$ cat src/rtl/console_link_pkg.sv
// ---------------------------------------------------------------------------
// console_link_pkg
// Shared definitions for the console link block: the arbiter state encoding,
// the tag bit that marks a UART byte as bus or console traffic, and the
// default bus word terminator.
// ---------------------------------------------------------------------------
package console_link_pkg;

    // Arbiter states: IDLE arbitrates round-robin, BUS_LOCK keeps the tx
    // stream owned by the bus until its word ends.
    typedef enum logic {
        IDLE     = 1'b0,
        BUS_LOCK = 1'b1
    } linkState_t;

    // Bit 7 of every UART byte tells the far end which stream it belongs to.
    localparam logic TAG_BUS = 1'b1;
    localparam logic TAG_CON = 1'b0;

    // A bus word ends with this character, which also releases the lock.
    localparam logic [6:0] DEFAULT_NEWLINE = 7'h0a;

endpackage

$ cat src/rtl/console_link_arb.sv
// ---------------------------------------------------------------------------
// console_link_arb
// Decides which source (hexbus encoder or console tx) may load the UART tx
// register this cycle. Round-robin between the two while idle; once a bus
// word has started, the bus owns the link until its terminator.
//
// Optional feature: CONSOLE_LINK_TIMEOUT_EN. When defined, an LGIDLE-bit
// idle timer drops a stale bus lock and hands the next slot to the console.
//
// Ports
//   i_clk, i_reset   clock, synchronous active-high reset
//   i_bus_stb        hexbus encoder has a character
//   i_bus_byte       that character (checked for the terminator)
//   i_console_stb    console tx has a character
//   i_tx_ready       tx register can take a byte this cycle
//   i_tx_busy        UART tx stalled (timeout build only)
//   o_bus_sel        bus is the selected source
//   o_con_sel        console is the selected source
// ---------------------------------------------------------------------------
module console_link_arb
    import console_link_pkg::*;
#(
`ifdef CONSOLE_LINK_TIMEOUT_EN
    parameter int         LGIDLE  = 10,
`endif
    parameter logic [6:0] NEWLINE = DEFAULT_NEWLINE
) (
    input  logic       i_clk,
    input  logic       i_reset,
    input  logic       i_bus_stb,
    input  logic [6:0] i_bus_byte,
    input  logic       i_console_stb,
    input  logic       i_tx_ready,
`ifdef CONSOLE_LINK_TIMEOUT_EN
    input  logic       i_tx_busy,
`endif
    output logic       o_bus_sel,
    output logic       o_con_sel
);

    linkState_t r_state;
    linkState_t w_nextState;
    logic       r_lastBus;
    logic       w_busAccept;
    logic       w_conAccept;
    logic       w_busNewline;
    logic       w_idleBusSel;
    logic       w_timeout;

    assign w_busAccept  = i_bus_stb & i_tx_ready & o_bus_sel;
    assign w_conAccept  = i_console_stb & i_tx_ready & o_con_sel;
    assign w_busNewline = (i_bus_byte == NEWLINE);

    // In IDLE the bus wins unless it was served last and the console is
    // also waiting; that alternation keeps either side from starving.
    assign w_idleBusSel = i_bus_stb & (~r_lastBus | ~i_console_stb);

`ifdef CONSOLE_LINK_TIMEOUT_EN
    logic [LGIDLE-1:0] r_idleTimer;

    // The idle timer only measures genuine bus silence: it restarts on every
    // accepted bus byte and is pinned at zero while the UART itself is
    // stalling, since the bus cannot make progress then anyway.
    always_ff @(posedge i_clk) begin
        if (i_reset)
            r_idleTimer <= '0;
        else if (r_state != BUS_LOCK || w_busAccept || i_tx_busy)
            r_idleTimer <= '0;
        else
            r_idleTimer <= r_idleTimer + 1'b1;
    end

    assign w_timeout = (r_state == BUS_LOCK) & (&r_idleTimer) & ~w_busAccept;
`else
    assign w_timeout = 1'b0;
`endif

    // State register for the arbiter.
    always_ff @(posedge i_clk) begin
        if (i_reset)
            r_state <= IDLE;
        else
            r_state <= w_nextState;
    end

    // A non-terminator bus byte opens a word and locks the link; the
    // terminator (or a stale lock timing out) returns to arbitration.
    always_comb begin
        w_nextState = r_state;
        case (r_state)
            IDLE: begin
                if (w_busAccept && !w_busNewline)
                    w_nextState = BUS_LOCK;
            end
            BUS_LOCK: begin
                if (w_busAccept && w_busNewline)
                    w_nextState = IDLE;
                else if (w_timeout)
                    w_nextState = IDLE;
            end
            default: w_nextState = IDLE;
        endcase
    end

    // Source selection per state; the console is shut out during a bus word.
    always_comb begin
        o_bus_sel = 1'b0;
        o_con_sel = 1'b0;
        case (r_state)
            IDLE: begin
                o_bus_sel = w_idleBusSel;
                o_con_sel = i_console_stb & ~w_idleBusSel;
            end
            BUS_LOCK: begin
                o_bus_sel = 1'b1;
            end
            default: begin
                o_bus_sel = 1'b0;
                o_con_sel = 1'b0;
            end
        endcase
    end

    // Remember who was served last for the round-robin. A timeout counts as
    // the bus having had its turn, so a waiting console character goes next.
    always_ff @(posedge i_clk) begin
        if (i_reset)
            r_lastBus <= 1'b0;
        else if (w_busAccept || w_timeout)
            r_lastBus <= 1'b1;
        else if (w_conAccept)
            r_lastBus <= 1'b0;
    end

endmodule

$ cat src/rtl/console_link.sv
// ---------------------------------------------------------------------------
// console_link
// Serial-side partner of the console peripheral. The rx side splits the
// UART byte stream by its tag bit into hexbus decoder and console
// characters. The tx side merges hexbus encoder output and console tx
// characters into one tagged UART stream through a single holding register.
//
// Optional feature: CONSOLE_LINK_TIMEOUT_EN (bus lock idle timeout, see
// console_link_arb).
//
// Ports
//   i_clk, i_reset                   clock, synchronous active-high reset
//   i_rx_stb, i_rx_byte              UART rx byte (no backpressure)
//   o_rx_bus_stb, o_rx_bus_byte      bus character to hexbus decoder
//   o_console_stb, o_console_data    console character to peripheral
//   i_console_stb, i_console_data    console tx character (held while busy)
//   o_console_busy                   console character not taken this cycle
//   i_bus_stb, i_bus_byte            hexbus encoder character
//   o_bus_busy                       bus character not taken this cycle
//   o_tx_stb, o_tx_byte              tagged UART tx byte
//   i_tx_busy                        UART tx busy
// ---------------------------------------------------------------------------
module console_link
    import console_link_pkg::*;
#(
    parameter int         LGIDLE  = 10,
    parameter logic [6:0] NEWLINE = DEFAULT_NEWLINE
) (
    input  logic       i_clk,
    input  logic       i_reset,
    input  logic       i_rx_stb,
    input  logic [7:0] i_rx_byte,
    output logic       o_rx_bus_stb,
    output logic [6:0] o_rx_bus_byte,
    output logic       o_console_stb,
    output logic [6:0] o_console_data,
    input  logic       i_console_stb,
    input  logic [6:0] i_console_data,
    output logic       o_console_busy,
    input  logic       i_bus_stb,
    input  logic [6:0] i_bus_byte,
    output logic       o_bus_busy,
    output logic       o_tx_stb,
    output logic [7:0] o_tx_byte,
    input  logic       i_tx_busy
);

    // The idle timer needs at least two bits to count anything useful.
    if (LGIDLE < 2) begin : g_lgidleCheck
        $error("console_link: LGIDLE must be at least 2");
    end

    logic w_txReady;
    logic w_busSel;
    logic w_conSel;
    logic w_busAccept;
    logic w_conAccept;

    // The holding register can take a new byte when empty or when the UART
    // is consuming the current one this very cycle.
    assign w_txReady   = ~o_tx_stb | ~i_tx_busy;
    assign w_busAccept = i_bus_stb & w_busSel & w_txReady;
    assign w_conAccept = i_console_stb & w_conSel & w_txReady;

    // Busy is purely a function of readiness and selection, so a source can
    // hold its strobe and see the answer within the same cycle.
    assign o_bus_busy     = ~(w_txReady & w_busSel);
    assign o_console_busy = ~(w_txReady & w_conSel);

    console_link_arb #(
`ifdef CONSOLE_LINK_TIMEOUT_EN
        .LGIDLE        (LGIDLE),
`endif
        .NEWLINE       (NEWLINE)
    ) u_arb (
        .i_clk         (i_clk),
        .i_reset       (i_reset),
        .i_bus_stb     (i_bus_stb),
        .i_bus_byte    (i_bus_byte),
        .i_console_stb (i_console_stb),
        .i_tx_ready    (w_txReady),
`ifdef CONSOLE_LINK_TIMEOUT_EN
        .i_tx_busy     (i_tx_busy),
`endif
        .o_bus_sel     (w_busSel),
        .o_con_sel     (w_conSel)
    );

    // Rx split: one registered stage, routed by the tag bit. Each strobe
    // lasts exactly one cycle per incoming byte since nothing is stored.
    always_ff @(posedge i_clk) begin
        if (i_reset) begin
            o_rx_bus_stb   <= 1'b0;
            o_rx_bus_byte  <= '0;
            o_console_stb  <= 1'b0;
            o_console_data <= '0;
        end else begin
            o_rx_bus_stb   <= i_rx_stb & i_rx_byte[7];
            o_console_stb  <= i_rx_stb & ~i_rx_byte[7];
            o_rx_bus_byte  <= i_rx_byte[6:0];
            o_console_data <= i_rx_byte[6:0];
        end
    end

    // Tx holding register: load the accepted source with its tag, keep the
    // byte steady while the UART is busy, and go empty once it drains with
    // nothing new to send. Reset drops whatever was pending.
    always_ff @(posedge i_clk) begin
        if (i_reset) begin
            o_tx_stb  <= 1'b0;
            o_tx_byte <= '0;
        end else if (w_busAccept) begin
            o_tx_stb  <= 1'b1;
            o_tx_byte <= {TAG_BUS, i_bus_byte};
        end else if (w_conAccept) begin
            o_tx_stb  <= 1'b1;
            o_tx_byte <= {TAG_CON, i_console_data};
        end else if (w_txReady) begin
            o_tx_stb  <= 1'b0;
        end
    end

endmodule

$ cat config.mk
export PLATFORM = sky130hd
export DESIGN_NAME = console_link
export DESIGN_NICKNAME = d
export VERILOG_FILES = /design/src/rtl/console_link_pkg.sv /design/src/rtl/console_link_arb.sv /design/src/rtl/console_link.sv
export SDC_FILE = /design/constraint.sdc
export NUM_CORES = 1
export LEC_CHECK = 0
export CAP_MARGIN = 10
export CORE_ASPECT_RATIO = 1.5
export CORE_UTILIZATION = 25
export CTS_BUF_LIST = sky130_fd_sc_hd__clkbuf_4 sky130_fd_sc_hd__clkbuf_8 sky130_fd_sc_hd__clkbuf_16
export DETAILED_ROUTE_END_ITERATION = 12
export GPL_TIMING_DRIVEN = 0
export HOLD_SLACK_MARGIN = 0.15
export PLACE_DENSITY_LB_ADDON = 0.05
export SYNTH_ARGS = -nofsm -noshare
export SYNTH_HDL_FRONTEND = slang
export SYNTH_SLANG_ARGS = --single-unit
export TNS_END_PERCENT = 100
$ cat constraint.sdc
create_clock -name i_clk -period 2.75 [get_ports i_clk]
set_input_delay 0.275 -clock i_clk [delete_from_list [all_inputs] [get_ports i_clk]]
set_output_delay 0.275 -clock i_clk [all_outputs]
set_load 0.02 [all_outputs]
==> results.py, run 1 <==
metrics = {
    "run_status": {
        "status": "completed",
    },
    "critical_path": {
        "worstPathRequired_ns": 2.48,
        "criticalPathCategory": "input port to output pin",
        "startpoint_type": "input port",
        "arrival_ns": 1.85,
        "cp-end-kind": "output pin",
        "critPathMaxFanout": 10,
    },
    "timing": {
        "fin_crit_ns": 2.129,
        "hold_viol": 0,
        "tightest_slew_ns": 0.4945,
        "fin_setup_tns_ns": 0,
        "clock.fmax_mhz": 469.6,
        "setup_viol": 0,
        "min_period_over_period_pct": 77.43,
        "hold_slack_ns": 0.3900,
        "final_max_slew_viol_count": 0,
        "grt_setup_unrepaired": "no",
        "finClkSkew_ns": 0.004049,
        "slew_headroom_pct": 67.03,
    },
    "synthesis": {
        "synth_top_family_by_area": "simple AND/OR/NAND/NOR gates",
        "synthesis.area_um2": 929.6,
        "synthCells": 99,
        "ys_ff_latch": 20,
        "synth.net_count": 127,
        "yosys-mux-area-fraction_pct": 0,
        "synth-compound-area-share_pct": 18.17,
        "synth_adder_area_share_pct": 0,
        "avgSynthCellArea_um2": 9.390,
        "synth-simple-area-share_pct": 27.32,
        "synth.yosys.warnings": 0,
        "yosysSeqAreaShare_pct": 43.07,
        "synth_cell_types": 29,
        "synthXorXnorAreaFrac_pct": 0,
    },
    "pwr": {
        "combinationalPowerShare_pct": 25.8,
        "intPower_w": 0.0006225,
        "power_switching_share_pct": 25.58,
        "switching_power_w": 0.0002140,
        "p_per_area_mw_per_mm2": 528.0,
        "seq_power_share_pct": 38.8,
        "p_clk_share_pct": 35.4,
        "irDropWorstVdd_v": 0.0002657,
        "leakage_nw": 0.5963,
    },
    "cts": {
        "post-cts-setup-buffers": 0,
        "clk_latency_ns": 0.26,
        "clk_pin_slew_ns": 0.07,
        "cts_sinks": 20,
        "post_cts_resized": 0,
        "numCtsBuffers": 3,
        "cts_hold_buf": 0,
        "cts-root-buf": "clkbuf_8",
        "cts_tree": "built",
        "h-tree-depth": 1,
        "clk_path_buf_depth": 2,
    },
    "routing": {
        "drtPass1Iterations": 4,
        "drt-initial-drc-count": 22,
        "route.antenna.remaining_nets": 0,
        "drcViolationCount": 0,
        "totalWireLength_mm": 2.734,
        "wl_per_cell_um": 13.81,
        "vias": 982,
        "vias_per_cell": 4.960,
    },
    "global_routing": {
        "antenna_found_initial": 0,
        "grt_usage_pct": 14.29,
        "first_global_vias": 900,
        "overflow": 0,
        "grt_start_max_net_pins": 13,
        "grt_pass1_wl_mm": 4.271,
    },
    "min_path": {
        "min_path_type": "input port to flip-flop",
    },
    "layout": {
        "num-fill-cells": 356,
        "regArea_um2": 400.4,
        "finalNetCount": 185,
        "multi_input_area_um2": 422.9,
        "synthToLayoutAreaGrowth_pct": 70.39,
        "drive_above_1_share_pct": 14.10,
        "diodes": 0,
    },
    "floorplanning": {
        "io_pins": 55,
        "die_h_um": 76.69,
        "die_area_mm2": 0.003972,
        "start_util_pct": 26.71,
        "die_x_um": 51.79,
        "rows": 26,
        "core-area_mm2": 0.003481,
    },
    "placed_design": {
        "gp_congestion": 0.8634,
        "hpwl_mm": 2.104,
        "portBuffers": 53,
    },
    "run": {
        "cap_violations": 0,
    },
}
power groups by stage:
| stage | sequential (W) | clock [W] | combinational [W] |
|---|---|---|---|
| floorplan | 0.000353 | 0 | 0.0000839 |
| global placement | 0.000331 | 0 | 0.000215 |
| detailed placement | 0.000332 | 0 | 0.000216 |
| CTS | 0.000325 | 0.000303 | 0.000217 |
| global route | 0.000328 | 0.000316 | 0.000230 |
| finish | 0.000325 | 0.000296 | 0.000215 |
cell usage after synthesis (all sizes together):
master	n	share of area, %
nor3b	1	0.81
o21ai	2	1.1
nor4bb	1	1.1
and2b	1	1.1
nor2	2	0.81
and3b	2	1.9
a311oi	6	5.7
a31oi	3	2.0
a22oi	2	1.6
buf	13	9.8
o31ai	6	4.8
nand3	2	1.6
a21oi	2	1.1
nand2b	2	1.3
a21bo	1	1.1
clkbuf	3	1.6
and2	1	0.67
nor2b	10	7.0
a21boi	1	0.81
dfxtp	20	43
nand4	9	6.1
nand2	1	0.40
nor3	7	3.8
nand3b	1	0.81
layer usage:
layer | vias to the layer above | track usage, % | part of all wire, %
met4 | 0 | 4.865 | 1.4
met3 | 4 | 3.175 | 6.9
li1 | 479 | - | -
met2 | 46 | 26.49 | 52
met1 | 453 | 15.05 | 40
met5 | - | 0 | 0
per-stage QoR:
step / setup slack (ns) / power (W) / util [%] / std cells / cell area (µm²)
after global routing: 0.5538 / 0.0008736 / 45.51 / 198 / 1584
after floorplan: 1.447 / 0.0004367 / - / 99 / 929.6
after global placement: 0.6307 / 0.0005458 / 43.46 / 194 / 1513
after detailed placement: 0.6273 / 0.0005483 / 43.46 / 194 / 1513
after CTS: 0.6125 / 0.0008456 / 45.51 / 198 / 1584
final: 0.6207 / 0.0008364 / 45.51 / 198 / 1584
critical path: stages:
cell,delay [ns]
clkdlybuf4s50_1,0.50
nand2_1,0.14
clkbuf_4,0.22
o21ai_0,0.09
clkdlybuf4s50_1,0.62
sequential cells by signal, summed over array words and instances (netlist names), named ones only:
signal / count
o_console_data: 7
o_tx_byte: 8
o_tx_stb: 1
u_arb.r_lastBus: 1
o_rx_bus_stb: 1
o_console_stb: 1
layout by cell type, fill, tap and decap left out, types with 2 or more instances in the layout:
cell type and n:
and3b_1 2, nand4_1 9, nand2b_1 2, nor3_1 7
a21oi_1 2, clkbuf_1 2, nor2_1 2, clkbuf_8 3
dfxtp_1 20, a31oi_1 3, o31ai_1 6, clkdlybuf4s50_1 53
buf_4 8, o21ai_0 2, buf_2 4, a311oi_1 6
nor2b_1 9, a22oi_1 2
path summary, 6_finish.rpt:
check,from,endpoint,slack [ns],cells after the start
setup / recovery,i_tx_busy,o_bus_busy,0.62,5
hold / removal,i_reset,o_console_data[6],0.39,2
hold reg to reg,o_tx_byte[7],o_tx_byte[7],0.47,2
setup reg to reg,u_arb.r_lastBus,o_tx_byte[3],1.52,4
layout make-up:
class,count,area share (%)
clock buffer,3,2.607
sequential,20,25.28
timing repair buffer,53,33.49
multi-input combinational,63,26.70
clock inverter,1,1.896
buffer,16,6.714
tap,42,3.318
cell families (layout without fill, tap and decap cells):
| group | Yosys count | after routing |
|---|---|---|
| simple gates | 40 | 40 |
| compound gates | 23 | 23 |
| flops | 20 | 20 |
| buf+inv | 16 | 73 |
Note: power is estimated with default switching activity, not from simulation.
==> inputs of run 2 (changes only) <==
==> constraint.sdc (replaced) <==
create_clock -name i_clk -period 2.05 [get_ports i_clk]
set_input_delay 0.205 -clock i_clk [delete_from_list [all_inputs] [get_ports i_clk]]
set_output_delay 0.205 -clock i_clk [all_outputs]
set_load 0.02 [all_outputs]
==> run 2 against run 1 <==
Combinational power is 34% higher. Final cell count stayed put. Sequential power up 34%. Clock-buffer cell count stayed put. Final area increased by 0.16%. Die area unchanged. Non-clock buffer count unchanged. Sequential share of layout area about the same. Register-to-register slack worse by 0.70 ns. Sequential cell count unchanged. Largest cell class unchanged.
==> results.py, run 2 (synthesized netlist as in run 1, its figures left out) <==
metrics = {
    "run_status": {
        "status": "completed",
    },
    "critical_path": {
        "arrival_ns": 1.76,
        "r2r_cells": 4,
        "cp-end-kind": "output pin",
        "r2r_start": "u_arb.r_lastBus",
        "worstPathRequired_ns": 1.85,
        "critPathMaxFanout": 10,
        "r2r_end": "o_tx_byte[3]",
        "startpoint_type": "input port",
        "crit_chain": "clkdlybuf4s50_1, nand2_1, clkbuf_4, nand3_1, clkdlybuf4s50_1",
        "reg2reg_slack_ns": 0.82,
        "cpMostUsedCell": "clkdlybuf4s50_1",
        "criticalPathCategory": "input port to output pin",
        "slowest_delay_ns": 0.60,
        "worst-path-buf-inv": 3,
        "path_delay_family": "buffers and inverters",
        "cpMaxStageDelayCell": "clkdlybuf4s50_1",
    },
    "layout": {
        "largest_register": "o_tx_byte",
        "layout_commonest_cell": "clkdlybuf4s50_1",
        "final_cell_mix": "clkdlybuf4s50_1 (52), dfxtp_1 (20), nor2b_1 (9), nand4_1 (9), buf_4 (8)",
        "reg.largest.list": "o_tx_byte x8, o_console_data x7",
        "finalNetCount": 185,
        "fin_cells": 198,
        "largest_reg_flops": 8,
        "drive_above_1_share_pct": 14.10,
        "synthToLayoutAreaGrowth_pct": 70.66,
        "diodes": 0,
    },
    "floorplanning": {
        "rows": 26,
        "core-area_mm2": 0.003481,
        "io_pins": 55,
        "die_area_mm2": 0.003972,
        "start_util_pct": 26.71,
        "die_h_um": 76.69,
        "die_x_um": 51.79,
    },
    "timing": {
        "fin_setup_tns_ns": 0,
        "tightest_slew_ns": 0.4945,
        "hold_viol": 0,
        "setup_viol": 0,
        "fin_crit_ns": 1.964,
        "final_max_slew_viol_count": 0,
        "finClkSkew_ns": 0.004049,
        "grt_setup_unrepaired": "no",
        "clock.fmax_mhz": 509.1,
        "slew_headroom_pct": 67.03,
        "min_period_over_period_pct": 95.83,
    },
    "routing": {
        "drcViolationCount": 0,
        "vias_per_cell": 4.960,
        "totalWireLength_mm": 2.732,
        "wl_per_cell_um": 13.80,
        "vias": 982,
        "drt-initial-drc-count": 22,
        "drtPass1Iterations": 4,
        "route.antenna.remaining_nets": 0,
    },
    "placed_design": {
        "gp_congestion": 0.8634,
        "dp_cells": 194,
        "hpwl_mm": 2.104,
        "portBuffers": 53,
    },
    "min_path": {
        "whs_path_depth": 2,
        "min_to": "o_console_data[6]",
        "hp-start": "i_reset",
        "min_path_type": "input port to flip-flop",
    },
    "global_routing": {
        "grt_pass1_wl_mm": 4.271,
        "grt_usage_pct": 14.29,
        "overflow": 0,
        "grt_start_max_net_pins": 13,
        "first_global_vias": 900,
        "antenna_found_initial": 0,
    },
    "cts": {
        "post-cts-setup-buffers": 0,
        "h-tree-depth": 1,
        "cts_tree": "built",
        "clk_pin_slew_ns": 0.07,
        "cts-root-buf": "clkbuf_8",
        "cts_sinks": 20,
        "clk_latency_ns": 0.26,
        "clk_path_buf_depth": 2,
        "cts_hold_buf": 0,
        "numCtsBuffers": 3,
    },
    "pwr": {
        "irDropWorstVdd_v": 0.0003564,
        "p_per_area_mw_per_mm2": 706.9,
        "leakage_nw": 0.6051,
    },
    "run": {
        "cap_violations": 0,
    },
}
[run 2: final cells by class]
cell class                      instances  area, µm²
Clock inverter                          1      30.03
Clock buffer                            3      41.29
Tap cell                               42      52.55
Buffer                                 16      106.4
Timing Repair Buffer                   53      533.0
Sequential cell                        20      400.4
Fill cell                             355       1894
Multi-Input combinational cell         63      422.9
[run 2: worst max-delay path by stage]
stage                     depth (start not counted)  startpoint              to  slack [ns]
after floorplan                                   3    o_tx_stb      o_bus_busy        0.82
after global placement                            5   i_tx_busy      o_bus_busy        0.07
after detailed placement                          5   i_tx_busy      o_bus_busy        0.07
after CTS                                         5   i_tx_busy      o_bus_busy        0.05
after global routing                              5   i_tx_busy  o_console_busy        0.01
final                                             5   i_tx_busy  o_console_busy        0.09
[run 2: power breakdown]
group | internal [W] | leakage [nW] | total, W | switching [W]
combinational | 0.000157 | 0.403 | 0.000288 | 0.000132
sequential | 0.000417 | 0.166 | 0.000436 | 0.0000185
clock | 0.000261 | 0.0357 | 0.000397 | 0.000137
[run 2: stage by stage]
stage               hold slack [ns]  total power [W]  instance area, µm²  setup WS, ns  util, %
floorplan                    0.2811        0.0005858               929.6        0.8174        -
global placement             0.4678        0.0007322                1513       0.07073    43.46
detailed placement           0.4675        0.0007356                1513       0.06732    43.46
CTS                          0.3350         0.001134                1584       0.05249    45.51
global route                 0.3543         0.001171                1587       0.01117    45.58
finish                       0.3200         0.001121                1587       0.08559    45.58
[run 2: timing repair]
action	4_1_cts	5_1_grt
setup endpoints to repair	0	1
gates resized for setup	0	1
hold endpoints to repair	0	0
[run 2: routing by layer]
| metal | global-route usage (%) | part of all wire, % | up-vias | wire (µm) |
|---|---|---|---|---|
| met5 | 0 | 0 | - | 0 |
| met4 | 4.865 | 1.4 | 0 | 37 |
| met3 | 3.175 | 6.9 | 4 | 188 |
| met2 | 26.49 | 52 | 46 | 1421 |
| met1 | 15.05 | 40 | 453 | 1084 |
| li1 | - | - | 479 | - |
